[config.mk]
export PLATFORM = sky130hd
export DESIGN_NAME = bp_io_cmd_router
export DESIGN_NICKNAME = d
export VERILOG_FILES = /design/src/rtl/bp_io_cmd_router.sv
export SDC_FILE = /design/constraint.sdc
export NUM_CORES = 1
export LEC_CHECK = 0
export ABC_AREA = 1
export BUFFER_PORTS_ARGS = -buffer_cell sky130_fd_sc_hd__buf_4
export CORE_AREA = 10 10 246 248
export DETAILED_ROUTE_END_ITERATION = 10
export DIE_AREA = 0 0 256 258
export MAX_ROUTING_LAYER = met4
export PLACE_DENSITY = 0.3
export REMOVE_ABC_BUFFERS = 1
export SYNTH_ARGS = -nofsm -noshare
export SYNTH_HDL_FRONTEND = slang
export SYNTH_SLANG_ARGS = --single-unit
[constraint.sdc]
create_clock -name clk_i -period 1.9 [get_ports clk_i]
set_clock_uncertainty 0.1 [all_clocks]
set_input_delay 0.19 -clock clk_i [delete_from_list [all_inputs] [get_ports clk_i]]
set_output_delay 0.19 -clock clk_i [all_outputs]
set_load 0.01 [all_outputs]
[src/rtl/bp_io_cmd_router.sv]
// Routes core I/O commands to channels_p endpoints by address and returns responses
// strictly in command order. Optional response timeout: BP_IO_CMD_ROUTER_TIMEOUT_EN.
module bp_io_cmd_router #(
   parameter int channels_p        = 2,
   parameter int msg_width_p       = 128,
   parameter int addr_width_p      = 40,
   parameter int addr_offset_p     = 0,
   parameter int sel_lsb_p         = 12,
   parameter int sel_width_p       = 3,
   parameter int outstanding_els_p = 4,
   parameter int timeout_cycles_p  = 1024
) (
   input  logic                              clk_i,
   input  logic                              reset_i,
   input  logic [msg_width_p-1:0]            io_cmd_i,
   input  logic                              io_cmd_v_i,
   output logic                              io_cmd_ready_and_o,
   output logic [msg_width_p-1:0]            io_resp_o,
   output logic                              io_resp_v_o,
   input  logic                              io_resp_yumi_i,
   output logic [msg_width_p-1:0]            ch_cmd_o,
   output logic [channels_p-1:0]             ch_cmd_v_o,
   input  logic [channels_p-1:0]             ch_cmd_ready_and_i,
   input  logic [channels_p*msg_width_p-1:0] ch_resp_i,
   input  logic [channels_p-1:0]             ch_resp_v_i,
   output logic [channels_p-1:0]             ch_resp_yumi_o,
   output logic                              error_o
);
   localparam int ID_W  = (channels_p > 1) ? $clog2(channels_p) : 1;
   localparam int PTR_W = $clog2(outstanding_els_p);
   localparam int ENT_W = ID_W + 1;

   if (channels_p < 1 || channels_p > 8 || (1 << sel_width_p) < channels_p
       || sel_lsb_p + sel_width_p > addr_width_p || outstanding_els_p < 2
       || timeout_cycles_p < 2) begin : g_bad_params
      $error("bp_io_cmd_router: illegal parameter combination");
   end

   logic [sel_width_p-1:0] w_sel;
   logic [ID_W-1:0]        w_id;
   logic                   w_mapped;
   logic                   w_push;
   logic                   w_pop;
   logic                   w_empty;
   logic [ENT_W-1:0]       w_head;
   logic [ID_W-1:0]        w_head_id;
   logic                   w_head_err;
   logic                   w_tmo;
   logic [channels_p-1:0]  w_drop_busy;
   logic [channels_p-1:0]  w_drop_yumi;
   logic [channels_p-1:0]  w_ch_cmd_v;
   logic [channels_p-1:0]  w_ch_yumi;
   logic                   w_resp_v;
   logic [msg_width_p-1:0] w_resp;
   logic [PTR_W-1:0]       w_wr_ptr_nxt;

   logic [ENT_W-1:0]       r_fifo [outstanding_els_p];
   logic [PTR_W-1:0]       r_wr_ptr;
   logic [PTR_W-1:0]       r_rd_ptr;
   logic                   r_full;
   logic                   r_error;

   assign w_sel    = io_cmd_i[addr_offset_p + sel_lsb_p +: sel_width_p];
   assign w_id     = w_sel[ID_W-1:0];
   assign w_mapped = (int'(w_sel) < channels_p);

   // Command path is purely combinational; the core sees ready only when a slot is free.
   always_comb begin
      w_ch_cmd_v = '0;
      if (!reset_i && w_mapped && io_cmd_v_i && !r_full) w_ch_cmd_v[w_id] = 1'b1;
   end

   assign ch_cmd_o           = io_cmd_i;
   assign ch_cmd_v_o         = w_ch_cmd_v;
   assign io_cmd_ready_and_o = ~reset_i & ~r_full & (~w_mapped | ch_cmd_ready_and_i[w_id]);
   assign w_push             = io_cmd_v_i & io_cmd_ready_and_o;

   assign w_empty    = (r_rd_ptr == r_wr_ptr) & ~r_full;
   assign w_head     = r_fifo[r_rd_ptr];
   assign w_head_id  = w_head[ID_W-1:0];
   assign w_head_err = w_head[ID_W];

   always_comb begin
      w_resp_v  = 1'b0;
      w_resp    = '0;
      w_ch_yumi = w_drop_yumi;
      if (!w_empty) begin
         if (w_head_err || w_tmo) begin
            w_resp_v = 1'b1;
         end else if (!w_drop_busy[w_head_id]) begin
            w_resp_v             = ch_resp_v_i[w_head_id];
            w_resp               = ch_resp_i[int'(w_head_id)*msg_width_p +: msg_width_p];
            w_ch_yumi[w_head_id] = io_resp_yumi_i;
         end
      end
   end

   assign io_resp_v_o    = w_resp_v;
   assign io_resp_o      = w_resp;
   assign ch_resp_yumi_o = w_ch_yumi;
   assign w_pop          = io_resp_yumi_i & w_resp_v;
   assign w_wr_ptr_nxt   = r_wr_ptr + 1'b1;

   always_ff @(posedge clk_i) begin
      if (w_push) r_fifo[r_wr_ptr] <= w_mapped ? {1'b0, w_id} : {1'b1, {ID_W{1'b0}}};
   end

   // Pointers wrap naturally; r_full disambiguates equal pointers.
   always_ff @(posedge clk_i or posedge reset_i) begin
      if (reset_i) begin
         r_wr_ptr <= '0;
         r_rd_ptr <= '0;
         r_full   <= 1'b0;
         r_error  <= 1'b0;
      end else begin
         if (w_push) r_wr_ptr <= w_wr_ptr_nxt;
         if (w_pop)  r_rd_ptr <= r_rd_ptr + 1'b1;
         if (w_push && !w_pop && (w_wr_ptr_nxt == r_rd_ptr)) r_full <= 1'b1;
         else if (w_pop && !w_push)                          r_full <= 1'b0;
         if ((w_push && !w_mapped) || (w_pop && w_tmo)) r_error <= 1'b1;
      end
   end

   assign error_o = r_error;

`ifdef BP_IO_CMD_ROUTER_TIMEOUT_EN
   localparam int TMO_W  = $clog2(timeout_cycles_p);
   localparam int DROP_W = $clog2(outstanding_els_p + 1);

   logic [TMO_W-1:0]  r_tmo_cnt;
   logic [DROP_W-1:0] r_drop_cnt [channels_p];
   logic [DROP_W-1:0] w_drop_nxt [channels_p];
   logic              w_tmo_max;

   assign w_tmo_max = (r_tmo_cnt == TMO_W'(timeout_cycles_p - 1));
   assign w_tmo     = ~w_empty & ~w_head_err & w_tmo_max;

   // A timed-out channel owes one stale response per drop; those are swallowed on arrival.
   always_comb begin
      for (int k = 0; k < channels_p; k++) begin
         w_drop_busy[k] = (r_drop_cnt[k] != '0);
         w_drop_yumi[k] = w_drop_busy[k] & ch_resp_v_i[k];
         w_drop_nxt[k]  = r_drop_cnt[k];
         if (w_pop && w_tmo && (w_head_id == ID_W'(k))
             && (r_drop_cnt[k] != DROP_W'(outstanding_els_p)))
            w_drop_nxt[k] = w_drop_nxt[k] + 1'b1;
         if (w_drop_yumi[k]) w_drop_nxt[k] = w_drop_nxt[k] - 1'b1;
      end
   end

   always_ff @(posedge clk_i or posedge reset_i) begin
      if (reset_i) begin
         r_tmo_cnt <= '0;
         for (int k = 0; k < channels_p; k++) r_drop_cnt[k] <= '0;
      end else begin
         if (w_empty || w_pop) r_tmo_cnt <= '0;
         else if (!w_tmo_max)  r_tmo_cnt <= r_tmo_cnt + 1'b1;
         for (int k = 0; k < channels_p; k++) r_drop_cnt[k] <= w_drop_nxt[k];
      end
   end
`else
   assign w_tmo       = 1'b0;
   assign w_drop_busy = '0;
   assign w_drop_yumi = '0;
`endif

   a_yumi_needs_valid: assert property (@(posedge clk_i) disable iff (reset_i)
      !(io_resp_yumi_i && !io_resp_v_o));

endmodule

==> results of run 1 <==
[worst min-delay path, cell delays in order]
cell and delay (ns):
buf_4 0.14, nand4_1 0.08, nand2_1 0.05
[timing repair]
action | 4_1_cts | 5_1_grt
pin swaps | 14 | 9
cloned | 3 | 5
setup endpoints to repair | 134 | 135
resized for setup | 64 | 120
setup buffers | 18 | 4
hold buffers | 1 | 0
endpoints found under the hold margin | 6 | 0
[cell families after synthesis]
kind of cell | Yosys count
adders and majority gates | 4
xor gates and xnor gates | 5
buffers and inverters | 190
and+or+nand+nor | 430
AOI/OAI and AO/OA | 5
DFF | 14
[per-layer routing]
layer | track usage | up-vias | part of all wire
met4 | 0.001323 | 0 | 0.0031
met3 | 0.1816 | 14 | 0.24
met5 | - | - | 0
met2 | 0.1996 | 652 | 0.38
li1 | - | 2634 | -
met1 | 0.1579 | 2620 | 0.38
[power groups by stage]
| stage | registers (W) | clock network, W | logic (W) |
|---|---|---|---|
| 4_1_cts | 0.000474 | 0.000405 | 0.0172 |
| 5_1_grt | 0.000490 | 0.000421 | 0.0199 |
| 6_report | 0.000481 | 0.000401 | 0.0185 |
| 3_5_place_dp | 0.000473 | 0 | 0.0153 |
| 3_3_place_gp | 0.000475 | 0 | 0.0154 |
| 2_1_floorplan | 0.000468 | 0 | 0.00452 |
[cell type report]
cell class / instances / area [um^2] / share of cell area
inverters: 18 / 82.58 / 0.009154
well taps: 756 / 945.9 / 0.1049
multi-input cells: 444 / 3014 / 0.3341
clock inverters: 1 / 3.754 / 0.0004161
repair buffers: 516 / 4507 / 0.4996
flip-flops and latches: 14 / 392.9 / 0.04355
clock buffers: 3 / 75.07 / 0.008322
[through the flow]
step             util  cells  setup WS [ns]  TNS [ns]
6_report       0.1619   1752        -0.3276    -32.85
5_1_grt        0.1619   1752        -0.4202    -46.26
4_1_cts        0.1510   1743        -0.3158    -31.49
3_5_place_dp   0.1406   1717        -0.2167    -9.700
3_3_place_gp   0.1406   1717        -0.1999    -8.635
2_1_floorplan       -    476         -1.530   -183.57
[sequential cells by signal (all words and copies together), names as in the netlist]
name      count
r_wr_ptr      2
r_full        1
r_fifo        8
r_rd_ptr      2
error_o       1
[worst max-delay path by stage]
stage | start | to | cells after the start
2_1_floorplan | r_rd_ptr[0] | io_resp_o[0] | 4
3_3_place_gp | r_rd_ptr[0] | io_resp_o[92] | 9
3_5_place_dp | r_rd_ptr[0] | io_resp_o[92] | 9
4_1_cts | r_rd_ptr[0] | io_resp_o[125] | 9
5_1_grt | r_rd_ptr[0] | io_resp_o[62] | 10
6_report | r_rd_ptr[0] | io_resp_o[62] | 10
[Yosys cell counts, drive strengths merged]
| cell type | instances | area share |
|---|---|---|
| nor2 | 264 | 0.23 |
| buf | 171 | 0.31 |
| nor3 | 129 | 0.28 |
| nand2 | 23 | 0.023 |
| inv | 18 | 0.015 |
| nand3 | 12 | 0.017 |
| edfxtp | 8 | 0.055 |
| dfrtp | 6 | 0.034 |
| ha | 4 | 0.011 |
| xor2 | 3 | 0.0060 |
| a21oi | 2 | 0.0023 |
| nand4 | 2 | 0.0029 |
| xnor2 | 2 | 0.0057 |
| a31oi | 1 | 0.0014 |
| clkbuf | 1 | 0.00086 |
| o21bai | 1 | 0.0017 |
| o31ai | 1 | 0.0017 |
==> run metrics, run 1 <==
Routed WL per cell=30.59 um; cells along the critical path=inv_4 -> nand2_1 -> nand3_2 -> nand2_4 -> nand2_8 -> buf_12 -> buf_4 -> buf_6 -> nor3_2 -> buf_4; final period utilization=1.172; antenna cells=0; WL final=53590 um; htree depth=1; Die H=258 um; drt pass-1 iters=4; R2R Path End=r_rd_ptr[0]; Hold Startpoint=io_resp_yumi_i; Syn Area/Cell=between 6 and 7 um^2; Max-slew headroom=0.7948; CTS tree=yes; Reg clk slew, reported paths=around 0.050 ns; Compound-Gate Fraction of Synth Area=0.007149; share of power burned in registers=0.025; crit-path max FO=9; worst reg-to-reg path cell count=12; DPL Wire Length=~45000 um; pwr dens=roughly 2100 nW/um^2; Die Wd=256 um; most frequent CP cell=buf_4; Clock power frac=0.021; commonest non-fill, non-tap cell in the layout=buf_4; number of max-cap violations=0; Hold Crit Class=in -> reg; WS Path Type=reg -> out; minimum clock period=approximately 2.2 ns; count of different cell masters after synthesis=25; crit-path max cell delay=between 0.4 and 0.5 ns; Worst Path Buf+Inv=5; Hold Slack=0.1622 ns; xor and xnor area share after synthesis=0.01172; Starting DRT DRC Count=305; Seq cells post-synth=14; slowest stage cell, crit path=dfrtp_2; total CTS buffers=3; FF-to-FF Start=r_rd_ptr[0]; FP Rows=87; first-pass GRT wire length=66760 um; GRT overflow=0; register area share after synthesis=0.08922; Startpoint Class=flop; final number of hold-violating endpoints=0; DP Area=~7800 um^2; largest family of logic cells by synthesized area=simple AND/OR/NAND/NOR gates; synthesis-to-finish area growth=106.2%; fillcell total=6449; CP arrival=1.94 ns; pin count of the biggest net entering global routing=28; fin. max-slew vios=0; VDD IR-drop max=0.0007858 V; multiplexer share of the synthesized area=0; core area=55730 um^2; CTS Sinks=14; clk buf depth=2; Initial Utilization=0.07851; nets@finish=1393; endpoints failing setup=132; hold path cells=3; cell area after layout=9021 um^2; worst slew pin tran=0.3066 ns; Hold Crit Endpoint=r_rd_ptr[1]; CP Capture Type=output pin; RSZ-0062 raised after global routing=yes; Max Fclk=about 450 MHz; DIE AREA=about 66000 um^2; worst reg2reg setup slack=0 ns; CP Data Required Time=between 1.5 and 2 ns; YS warnings=0; violated checks=negative setup slack; switching portion of total power=0.4906; Final WS setup=-0.3276 ns; outcome=complete, but fails checks; synthesized area=around 4400 um^2; Placer Congestion=0.9444; detailed-route via count=5920; Ports=655; I/O Buffers=404; commonest cells after routing, fill and taps aside=buf_4 (447), nor2_1 (201), nor3_2 (110); DRT antenna net count=0; Adder-Cell Fraction of Synth Area=0.01144; Top delay family on crit path=buffers and inverters; post-DR vias/cell=3.379; Internal=about 0.01 W; vias in the first global route=6157; Combinational Power Share=0.954; DR DRC count=0; Total Power=0.01935 W; clk root buf=clkbuf_16; GR Util All Layers=0.1549; Synth Area in Simple Gates=0.5528; cells after synthesis=648; switching power=0.009495 W; clock insertion delay at the later pin of the skew report=0.24 ns; Leakage=4.033 nW; initial antenna violation count=0; layout cells sized above 1=0.7309
Note: power is estimated with default switching activity, not from simulation.
==> run 2, diff against run 1 <==
==> constraint.sdc (replaced) <==
create_clock -name clk_i -period 2.7 [get_ports clk_i]
set_clock_uncertainty 0.1 [all_clocks]
set_input_delay 0.27 -clock clk_i [delete_from_list [all_inputs] [get_ports clk_i]]
set_output_delay 0.27 -clock clk_i [all_outputs]
set_load 0.01 [all_outputs]
==> run metrics, run 2 (synthesis results as in run 1) <==
outcome=complete, no violations; total CTS buffers=3; commonest cells after routing, fill and taps aside=buf_4 (416), nor2_1 (264), nor3_2 (104); CP Capture Type=output pin; VDD IR-drop max=0.0005995 V; DR DRC count=0; GRT overflow=0; detailed-route via count=5564; Leakage=3.357 nW; first-pass GRT wire length=64080 um; Total Power=~0.010 W; htree depth=1; non-filler cells, final=1662; drt pass-1 iters=4; Max-slew headroom=0.7327; commonest non-fill, non-tap cell in the layout=buf_4; final period utilization=0.9457; layout cells sized above 1=0.6159; DPL Wire Length=42900 um; initial antenna violation count=0; fillcell total=6520; synthesis-to-finish area growth=70.72%; Biggest register=r_fifo; Initial Utilization=0.07851; clk root buf=clkbuf_16; GR Util All Layers=0.1499; RSZ-0062 raised after global routing=no; Reg clk slew, reported paths=about 0.040 ns; number of max-cap violations=0; CP arrival=2.18 ns; Largest register FFs=8; core area=55730 um^2; Routed WL per cell=30.65 um; clk buf depth=2; pin count of the biggest net entering global routing=between 70 and 80; Ports=655; postcts setup bufs=0; Die H=258 um; post-DR vias/cell=around 3.3; WL final=50940 um; CTS Sinks=14; fin. max-slew vios=0; Die Wd=256 um; clock insertion delay at the later pin of the skew report=between 0.2 and 0.25 ns; met1 global-route usage=0.1528; pwr dens=1366 nW/um^2; grt peak-use layer=met2; worst reg2reg setup slack=between 0.6 and 0.7 ns; Placer Congestion=a little under 0.9; Hold Crit Class=in -> reg; vias in the first global route=5785; biggest regs=r_fifo (8), r_rd_ptr (2), r_wr_ptr (2); DIE AREA=approximately 66000 um^2; antenna cells=0; worst slew pin tran=0.4010 ns; crit-path max FO=16; I/O Buffers=404; fin util=0.1340; FP Rows=between 80 and 90; DRT antenna net count=0; dpl cells=1658; Max Fclk=391.6 MHz; nets@finish=1304; final number of hold-violating endpoints=0; grt met3 use=0.1759; endpoints failing setup=0; WS Path Type=reg -> out; Starting DRT DRC Count=roughly 340; CTS tree=yes; CP Data Required Time=2.33 ns; minimum clock period=between 2 and 3 ns; GR Layer Usage met2=0.1924; Startpoint Class=flop; Hold Slack=0.2293 ns
==> run 2: worst paths after layout <==
| path | from | endpoint | depth (start not counted) |
|---|---|---|---|
| max | r_rd_ptr[0] | io_resp_o[94] | 10 |
| min | io_resp_yumi_i | r_rd_ptr[1] | 3 |
| max reg2reg | r_rd_ptr[0] | r_rd_ptr[0] | 10 |
| min reg2reg | error_o | error_o | 1 |
| max in group asynchronous | reset_i | r_rd_ptr[0] | 3 |
| min in group asynchronous | reset_i | error_o | 3 |
==> run 2: where the power goes <==
part	leakage (nW)	internal [W]	total [W]	switching [W]
combinational	3.18	0.00394	0.00959	0.00565
clock	0.0370	0.000193	0.000271	0.0000783
sequential	0.140	0.000277	0.000345	0.0000681
==> run 2: worst max-delay path: stages (launching register included) <==
cell,delay (ns)
dfrtp_2,0.47
inv_2,0.11
nand2_1,0.06
nand3_2,0.12
nand2_8,0.08
inv_4,0.15
buf_6,0.21
nor2_1,0.08
buf_4,0.16
nor3_4,0.29
buf_4,0.19
==> run 2: layout make-up <==
cell class                      instances  area (um^2)  share of cell area
Timing Repair Buffer                  427         3319              0.4444
Multi-Input combinational cell        444         2668              0.3571
Tap cell                              756        945.9              0.1266
Sequential cell                        14        391.6             0.05243
Clock buffer                            3        75.07             0.01005
Inverter                               18        70.07            0.009380
==> run 2: layer usage <==
layer  routed length, um  share of wire  vias up
met3               12920           0.25        8
met2               19090           0.37      639
met4                  33        0.00065        0
li1                    -              -     2441
met5                   0              0        -
met1               18900           0.37     2476
==> run 2: timing repair <==
action,CTS,global route
gates resized for setup,18,1
endpoints found under the hold margin,6,0
setup endpoints to repair,16,1
hold buffers,1,0
pin swaps,2,0
==> run 2: metrics by stage <==
step	TNS, ns	setup WS [ns]	cell area (um^2)
after detailed placement	0	0.02323	7278
final	0	0.1466	7470
after CTS	0	0.08128	7463
after global placement	-0.05352	-0.04991	7278
after floorplan	-89.60	-0.8098	3009
after global routing	0	0.005210	7470
==> run 3, diff against run 2 <==
--- a/config.mk
+++ b/config.mk
@@ -10,7 +10,6 @@
 export CORE_AREA = 10 10 246 248
 export DETAILED_ROUTE_END_ITERATION = 10
 export DIE_AREA = 0 0 256 258
-export MAX_ROUTING_LAYER = met4
 export PLACE_DENSITY = 0.3
 export REMOVE_ABC_BUFFERS = 1
 export SYNTH_ARGS = -nofsm -noshare
==> run metrics, run 3 (synthesis results as in run 1) <==
outcome=complete, no violations; first-pass GRT wire length=63920 um; Die Wd=256 um; final number of hold-violating endpoints=0; GRT overflow=0; FP Rows=87; WL final=about 51000 um; layout cells sized above 1=0.6176; commonest non-fill, non-tap cell in the layout=buf_4; core area=55730 um^2; clk root buf=clkbuf_16; pwr dens=1392 nW/um^2; endpoints failing setup=0; Ports=655; CTS tree=yes; fillcell total=between 6000 and 7000; footprint of the multi-input gates=2691 um^2; dpl cells=1658; antenna cells=0; Starting DRT DRC Count=340; drt pass-1 iters=4; htree depth=1; Biggest register=r_fifo; pin count of the biggest net entering global routing=71; initial antenna violation count=1; number of max-cap violations=0; worst slew pin tran=0.4057 ns; minimum clock period=2.534 ns; crit-path max cell delay=0.47 ns; fin. max-slew vios=0; Max-slew headroom=0.7285; commonest cells after routing, fill and taps aside=buf_4 (417), nor2_1 (264), nor3_2 (104); hold path cells=3; Hold Crit Class=in -> reg; CP Data Required Time=between 2 and 2.5 ns; cells along the critical path=inv_2 -> nand2_1 -> nand3_2 -> nand2_8 -> inv_4 -> buf_6 -> nor2_1 -> buf_4 -> nor3_4 -> buf_4; Placer Congestion=between 0.8 and 0.9; Routed WL per cell=30.89 um; clk buf depth=2; VDD IR-drop max=about 0.00047 V; CTS Sinks=14; CP Capture Type=output pin; slowest stage cell, crit path=dfrtp_2; DIE AREA=66050 um^2; final period utilization=0.9385; I/O Buffers=between 400 and 500; cell area after layout=7541 um^2; crit-path max FO=16; RSZ-0062 raised after global routing=no; post-DR vias/cell=3.346; detailed-route via count=5575; vias in the first global route=5801; biggest regs=r_fifo (8), r_rd_ptr (2), r_wr_ptr (2); Final WS setup=0.1662 ns; DPL Wire Length=42900 um; worst slack at placement=between 0.02 and 0.025 ns; DP Area=~7300 um^2; clock insertion delay at the later pin of the skew report=0.24 ns; Largest register FFs=8; Max Fclk=394.7 MHz; synthesis-to-finish area growth=72.35%; non-filler cells, final=1666; Initial Utilization=0.07851; Top delay family on crit path=buffers and inverters; total CTS buffers=3; WS Path Type=reg -> out; worst reg-to-reg path cell count=9; Startpoint Class=flop; Worst Path Buf+Inv=5; DR DRC count=0; most frequent CP cell=buf_4; nets@finish=approximately 1300; Reg clk slew, reported paths=0.04 ns; Leakage=3.389 nW; Die H=about 260 um; CP Depth=10; register area=391.6 um^2; DRT antenna net count=0; CP arrival=2.16 ns; GR Util All Layers=0.1448; Hold Slack=0.2295 ns
run 3: cell count changes in the layout (fill, tap and decap cells not counted), sizes merged:
cell,change
buf,+3
nand2,+1
run 3: stage by stage:
stage / TNS (ns) / utilization / power [W]
after floorplan: -89.60 / - / 0.003899
after global placement: -0.05352 / 0.1306 / 0.01005
after detailed placement: 0 / 0.1306 / 0.009971
after CTS: 0 / 0.1339 / 0.01053
after global routing: 0 / 0.1353 / 0.01138
final: 0 / 0.1353 / 0.01050
run 3: final cells by class:
cell class / count / area share
multi-input combinational: 445 / 0.3569
inverter: 18 / 0.009292
clock buffer: 3 / 0.009955
timing repair buffer: 430 / 0.4465
sequential: 14 / 0.05193
tap: 756 / 0.1254
run 3: per-layer routing:
layer  up-vias  routed length (um)  track usage
met4        18                 365      0.01108
li1       2450                   -            -
met2       651               18830       0.1852
met1      2430               18740       0.1447
met3        26               12530       0.1749
met5         -                 989       0.1153
run 3: power breakdown:
part,switching (W),total (W),leakage (nW),internal [W]
logic,0.00579,0.00988,3.21,0.00409
clock network,0.0000794,0.000273,0.0370,0.000193
registers,0.0000676,0.000344,0.140,0.000277
total,0.00594,0.0105,3.39,0.00456
run 3: final timing paths:
check	start	to	slack, ns
setup / recovery	r_rd_ptr[0]	io_resp_o[94]	0.17
hold / removal	io_resp_yumi_i	r_rd_ptr[1]	0.23
setup reg to reg	r_rd_ptr[1]	r_rd_ptr[0]	0.68
hold reg to reg	error_o	error_o	0.38
max in group asynchronous	reset_i	r_rd_ptr[0]	1.75
min in group asynchronous	reset_i	error_o	0.46
run 3: worst register-to-register path, cell delays in order, from the launching register on:
cell and delay, ns:
dfrtp_1 0.47, inv_1 0.13, nand3_2 0.14, nand2_8 0.13, buf_12 0.31, nand2_1 0.16
nand3_1 0.17, nand3_1 0.15, nand2_1 0.09, nand2_1 0.05
run 3: repair_timing:
| action | in CTS | in global routing |
|---|---|---|
| pin swaps | 2 | 1 |
| gates resized for setup | 18 | 3 |
| setup endpoints to repair | 16 | 9 |
| endpoints found under the hold margin | 6 | 0 |
| gates cloned | 0 | 1 |
| hold buffers | 1 | 0 |
| setup buffers | 0 | 3 |
